$ cat config.mk
export PLATFORM = sky130hd
export DESIGN_NAME = regbank_dump
export DESIGN_NICKNAME = d
export VERILOG_FILES = /design/src/rtl/regbank_dump.sv
export SDC_FILE = /design/constraint.sdc
export NUM_CORES = 2
export LEC_CHECK = 0
export CAP_MARGIN = 20
export CORE_MARGIN = 1.5
export CORE_UTILIZATION = 48
export CTS_CLUSTER_SIZE = 8
export DETAILED_ROUTE_END_ITERATION = 10
export MAX_ROUTING_LAYER = met4
export PLACE_DENSITY = 0.73
export SYNTH_ARGS = -nofsm -noshare
export SYNTH_HDL_FRONTEND = slang
export SYNTH_SLANG_ARGS = --single-unit
$ cat constraint.sdc
create_clock -name reloj -period 2.5 [get_ports reloj]
set_input_delay 0.375 -clock reloj [delete_from_list [all_inputs] [get_ports reloj]]
set_output_delay 0.375 -clock reloj [all_outputs]
set_load 0.005 [all_outputs]
$ cat src/rtl/regbank_dump.sv
// regbank_dump
// Shadow mirror of the Micro_MIPS register bank with an ordered, on-demand
// dump port. Both writeback ports are snooped every cycle, independent of the
// dump, so the mirror always tracks the real bank.
//
// Ports
//   reloj                    clock, rising edge
//   resetM                   asynchronous active-low reset
//   REG_WR1/DIR_WRA1/DI_banco1  write port 1 (enable active-low)
//   REG_WR2/DIR_WRA2/DI_banco2  write port 2 (enable active-low, wins ties)
//   start                    dump request, honoured only while idle
//   busy                     high whenever a dump is in progress
//   dump_valid/dump_ready    beat handshake
//   dump_addr/dump_data      register index and value of the beat
//   dump_last                final beat of the dump
//   done                     one-cycle pulse after the final handshake
module regbank_dump #(
  parameter int DEPTH          = 32,
  parameter int AW             = 5,
  parameter int DW             = 32,
  parameter bit SKIP_UNWRITTEN = 1'b0
) (
  input  logic          reloj,
  input  logic          resetM,
  input  logic          REG_WR1,
  input  logic [AW-1:0] DIR_WRA1,
  input  logic [DW-1:0] DI_banco1,
  input  logic          REG_WR2,
  input  logic [AW-1:0] DIR_WRA2,
  input  logic [DW-1:0] DI_banco2,
  input  logic          start,
  output logic          busy,
  output logic          dump_valid,
  input  logic          dump_ready,
  output logic [AW-1:0] dump_addr,
  output logic [DW-1:0] dump_data,
  output logic          dump_last,
  output logic          done
);

  localparam logic [AW-1:0] LAST_PTR = AW'(DEPTH - 1);

  typedef enum logic [1:0] {
    S_IDLE,
    S_LOAD,
    S_SEND,
    S_FIN
  } state_t;

  state_t             r_state;
  logic [AW-1:0]      r_ptr;
  logic [DW-1:0]      r_mem [DEPTH];
  logic [DEPTH-1:0]   r_written;

  logic               w_qual;
  logic               w_later_written;
  logic               w_last;

  // Mirror update. Port 2 is assigned second so it wins a same-address tie.
  // Address 0 models the hardwired zero register and is never written.
  always_ff @(posedge reloj or negedge resetM) begin
    if (!resetM) begin
      for (int i = 0; i < DEPTH; i++) begin
        r_mem[i] <= '0;
      end
      r_written <= '0;
    end else begin
      if (!REG_WR1 && (DIR_WRA1 != '0)) begin
        r_mem[DIR_WRA1]     <= DI_banco1;
        r_written[DIR_WRA1] <= 1'b1;
      end
      if (!REG_WR2 && (DIR_WRA2 != '0)) begin
        r_mem[DIR_WRA2]     <= DI_banco2;
        r_written[DIR_WRA2] <= 1'b1;
      end
    end
  end

  // Any written entry strictly above the current pointer, using the written
  // bits as they stand before this edge's writes land.
  always_comb begin
    w_later_written = 1'b0;
    for (int i = 0; i < DEPTH; i++) begin
      if ((i > int'(r_ptr)) && r_written[i]) begin
        w_later_written = 1'b1;
      end
    end
  end

  assign w_qual = !SKIP_UNWRITTEN || r_written[r_ptr];
  assign w_last = SKIP_UNWRITTEN ? !w_later_written : (r_ptr == LAST_PTR);

  // Dump sequencer. All outputs are registered here. Capture reads the
  // committed mirror value, so a write on the capture edge is not bypassed.
  always_ff @(posedge reloj or negedge resetM) begin
    if (!resetM) begin
      r_state    <= S_IDLE;
      r_ptr      <= '0;
      busy       <= 1'b0;
      dump_valid <= 1'b0;
      dump_addr  <= '0;
      dump_data  <= '0;
      dump_last  <= 1'b0;
      done       <= 1'b0;
    end else begin
      case (r_state)
        S_IDLE: begin
          if (start) begin
            r_state <= S_LOAD;
            r_ptr   <= '0;
            busy    <= 1'b1;
          end
        end
        S_LOAD: begin
          if (!w_qual) begin
            if (r_ptr == LAST_PTR) begin
              r_state <= S_FIN;
              done    <= 1'b1;
            end else begin
              r_ptr <= r_ptr + 1'b1;
            end
          end else begin
            dump_addr  <= r_ptr;
            dump_data  <= r_mem[r_ptr];
            dump_last  <= w_last;
            dump_valid <= 1'b1;
            r_state    <= S_SEND;
          end
        end
        S_SEND: begin
          if (dump_ready) begin
            dump_valid <= 1'b0;
            if (dump_last) begin
              r_state <= S_FIN;
              done    <= 1'b1;
            end else begin
              r_ptr   <= r_ptr + 1'b1;
              r_state <= S_LOAD;
            end
          end
        end
        S_FIN: begin
          done    <= 1'b0;
          busy    <= 1'b0;
          r_state <= S_IDLE;
        end
        default: begin
          r_state <= S_IDLE;
        end
      endcase
    end
  end

endmodule

==> metrics.md <==
| Metric | Value |
|---|---|
| CP Buf/Inv Count | `2` |
| Die Width | `348 um` |
| Most used cell, CP | `buf_4` |
| Static leakage | `30.6 nW` |
| Number of synthesis warnings | `0` |
| Ys async rst share | `100%` |
| Most frequent cells in the layout | `1,290 x mux2i_1, 1,069 x dfrtp_1, 527 x nor2_1` |
| Layout cells sized above 1 | `12.4%` |
| # port buffers | `120` |
| # DRC | `0` |
| Logic gate share of total power | `27.8%` |
| Setup TNS | `0 ps` |
| Core ar. | `0.118 mm^2` |
| Via count | `44,500` |
| VDD IR-drop max | `0.000713 V` |
| Mapped Cells | `5,589` |
| Final Cycle Share | `93.1%` |
| Deepest clock path buffer count | `3` |
| Max_slew headroom | `40.6%` |
| Initial antenna violation count | `4` |
| Tightest Pin Transition | `891 ps` |
| Root buffer cell | `clkbuf_16` |
| Count of cell types in the netlist | `52` |
| Final Util | `55.8%` |
| Worst skew pair latency | `760 ps` |
| Yosys top cell area share | `46.9%` |
| Clk slew on worst S/H paths | `50 ps` |
| Synth Area per Inst | `10.2 um^2` |
| Hpwl dp | `112,000 um` |
| Sequential share of the synthesized area | `46.9%` |
| Switching Share | `31.3%` |
| WHS | `39.9 ps` |
| Fin cells | `7,077` |
| Htree depth | `4` |
| Crit Path Max Fanout | `15` |
| Clk pwr share | `31.0%` |
| TritonCTS clock tree | `done` |
| Max stage delay on crit path | `650 ps` |
| Vias in the first global route | `43,900` |
| Die footprint | `0.121 mm^2` |
| WP data required | `3200 ps` |
| Die Span Y | `348 um` |
| Routability cong. | `0.931` |
| Clock Skew | `28.6 ps` |
| Seq cells post-synth | `1,072` |
| R2R setup slack | `170 ps` |
| Nets | `5,604` |
| GRT Overall Usage | `31.5%` |
| Drt pass-1 iters | `9` |
| Switch Pwr | `18.9 mW` |
| Post-synth net total | `5,671` |
| Initial cell density of the core | `48.5%` |
| Final Max Slew Viols | `0` |
| HP Class | `in -> async` |
| Final Critical Period | `2330 ps` |
| Area leader, netlist | `dfrtp_1` |
| Pin count of the biggest net entering global routing | `145` |
| Critical Path, Cell by Cell | `buf_4, nor2_4, buf_4, a22o_1, o31ai_1, a211o_1` |
| Post-Route WL | `186,000 um` |
| DRT antenna net count | `0` |
| Commonest non-fill, non-tap cell in the layout | `mux2i_1` |
| Routed vias/inst | `6.29` |
| Io pins | `121` |
| Global-route wire length before repair | `281,000 um` |
| Main synth FF type | `dfrtp_1` |
| Area contributors post-synth | `dfrtp_1 47%, mux2i_1 23%, mux4_2 5.0%` |
| Fmax | `430 MHz` |
| Total grt overflow | `0` |
| # rows | `126` |
| Initial drt markers | `5,107` |
| Setup bufs post-CTS | `0` |
| Post-place setup slack | `-61.7 ps` |
| CP Launch Type | `flop` |
| Outcome | `finished clean` |
| Sequential share of power | `41.1%` |
| Post-DR wirelength/cell | `26.3 um` |
| CTS buffer count | `152` |
| Post-synthesis cell area | `0.0572 mm^2` |
| Setup-failing EPs final | `0` |
| CP max stage cell | `dfrtp_4` |
| Sink Count | `1,072` |
| Worst setup path category | `reg -> reg` |
| CP top delay family | `compound AO/OA/AOI/OAI gates` |
| PD cells | `914 mW/mm^2` |
| EDFF count, synth | `0` |
| Layout area overhead | `15.2%` |
| Int Power | `41.4 mW` |
| Final hold violations | `0` |
| RSZ-0062 raised after global routing | `no` |
| Worst Path Arrival | `3020 ps` |
| Crit path capture type | `flop` |
| Max-Cap Viols | `0` |
| Placed cells | `6,903` |
| Final WS setup | `174 ps` |
path summary, 6_finish.rpt:
path | start | to | cells past startpoint
hold reg to reg | r_mem[1017]$_DFF_PN0_ | r_mem[1017]$_DFF_PN0_ | 0
hold / removal | resetM | r_mem[227]$_DFF_PN0_ | 2
min in group reloj | start | r_state[0]$_DFFE_PN0P_ | 3
max in group asynchronous | resetM | r_ptr[2]$_DFFE_PN0P_ | 3
setup / recovery | r_ptr[1]$_DFFE_PN0P_ | dump_data[17]$_DFFE_PN0P_ | 6
setup reg to reg | r_ptr[1]$_DFFE_PN0P_ | dump_data[17]$_DFFE_PN0P_ | 6
power groups by stage:
| stage | clock network [mW] | logic (mW) | registers [mW] |
|---|---|---|---|
| floorplan | 0 | 11.7 | 23.8 |
| global placement | 0 | 16.1 | 24.6 |
| detailed placement | 0 | 16.6 | 24.8 |
| CTS | 18.9 | 16.7 | 24.6 |
| global route | 19.6 | 18.1 | 25.2 |
| finish | 18.7 | 16.8 | 24.8 |
cells by family after synthesis:
kind of cell | Yosys count | share of synthesized area (%)
mux | 1419 | 27.6
flops | 1072 | 46.9
buf+inv | 654 | 5.08
simple gates | 1217 | 8.56
compound gates | 1223 | 11.8
fa+ha+maj | 2 | 0.0437
xor+xnor | 2 | 0.0306
worst reg2reg max path, stage by stage, from the launching register on:
cell and delay [ps]:
dfrtp_4 650, buf_4 300, nor2_4 50, buf_4 240, a22o_1 290, o31ai_1 550
a211o_1 180
per-stage QoR:
step | area (um^2) | total power [mW]
3_5_place_dp | 61800 | 41.4
2_1_floorplan | 57200 | 35.6
6_report | 65900 | 60.2
4_1_cts | 65900 | 60.2
3_3_place_gp | 61800 | 40.7
5_1_grt | 65900 | 62.9
routing by layer:
metal | part of all wire [%] | vias up | track usage, %
li1 | - | 19500 | -
met1 | 40 | 22200 | 41.3
met2 | 46 | 2314 | 47.7
met3 | 8.9 | 486 | 5.90
met4 | 4.4 | 0 | 13.7
met5 | 0 | - | -
area by class of cell:
cell class | instances | area, um^2
repair buffers | 429 | 5140
diodes | 3 | 7.51
flip-flops and latches | 1072 | 26800
fillers | 9685 | 52100
clock buffers | 162 | 3990
well taps | 1536 | 1920
clock inverters | 8 | 128
multi-input cells | 3863 | 27900
inverters | 4 | 15.0
state kept, by name, indices dropped and copies added (netlist names):
register / cells
dump_data: 32
r_mem: 1024
dump_last: 1
busy: 1
done: 1
dump_valid: 1
dump_addr: 5
r_ptr: 5
r_state: 2
timing repair:
item | in CTS | in global routing
hold buffers | 1 | 0
gates resized for setup | 0 | 0
hold endpoints to repair | 539 | 0
synthesized netlist by cell type, types with 3 or more instances:
cell,number
nand3_1,70
o21ai_1,60
a21oi_1,525
buf_6,16
o22a_1,30
nand2b_1,6
or3_1,6
dfrtp_1,1072
buf_1,7
nor3b_1,3
buf_4,37
and3_1,12
nor2_2,4
mux4_2,127
buf_2,152
inv_1,4
nor2b_1,12
o21ai_0,424
and2_1,5
a22oi_1,126
mux2i_1,1290
nor3_1,5
and3b_1,5
nand2_1,531
nand3b_1,3
clkbuf_1,437
nor2_1,543
a32oi_1,47
(Power assumes the default switching activity.)
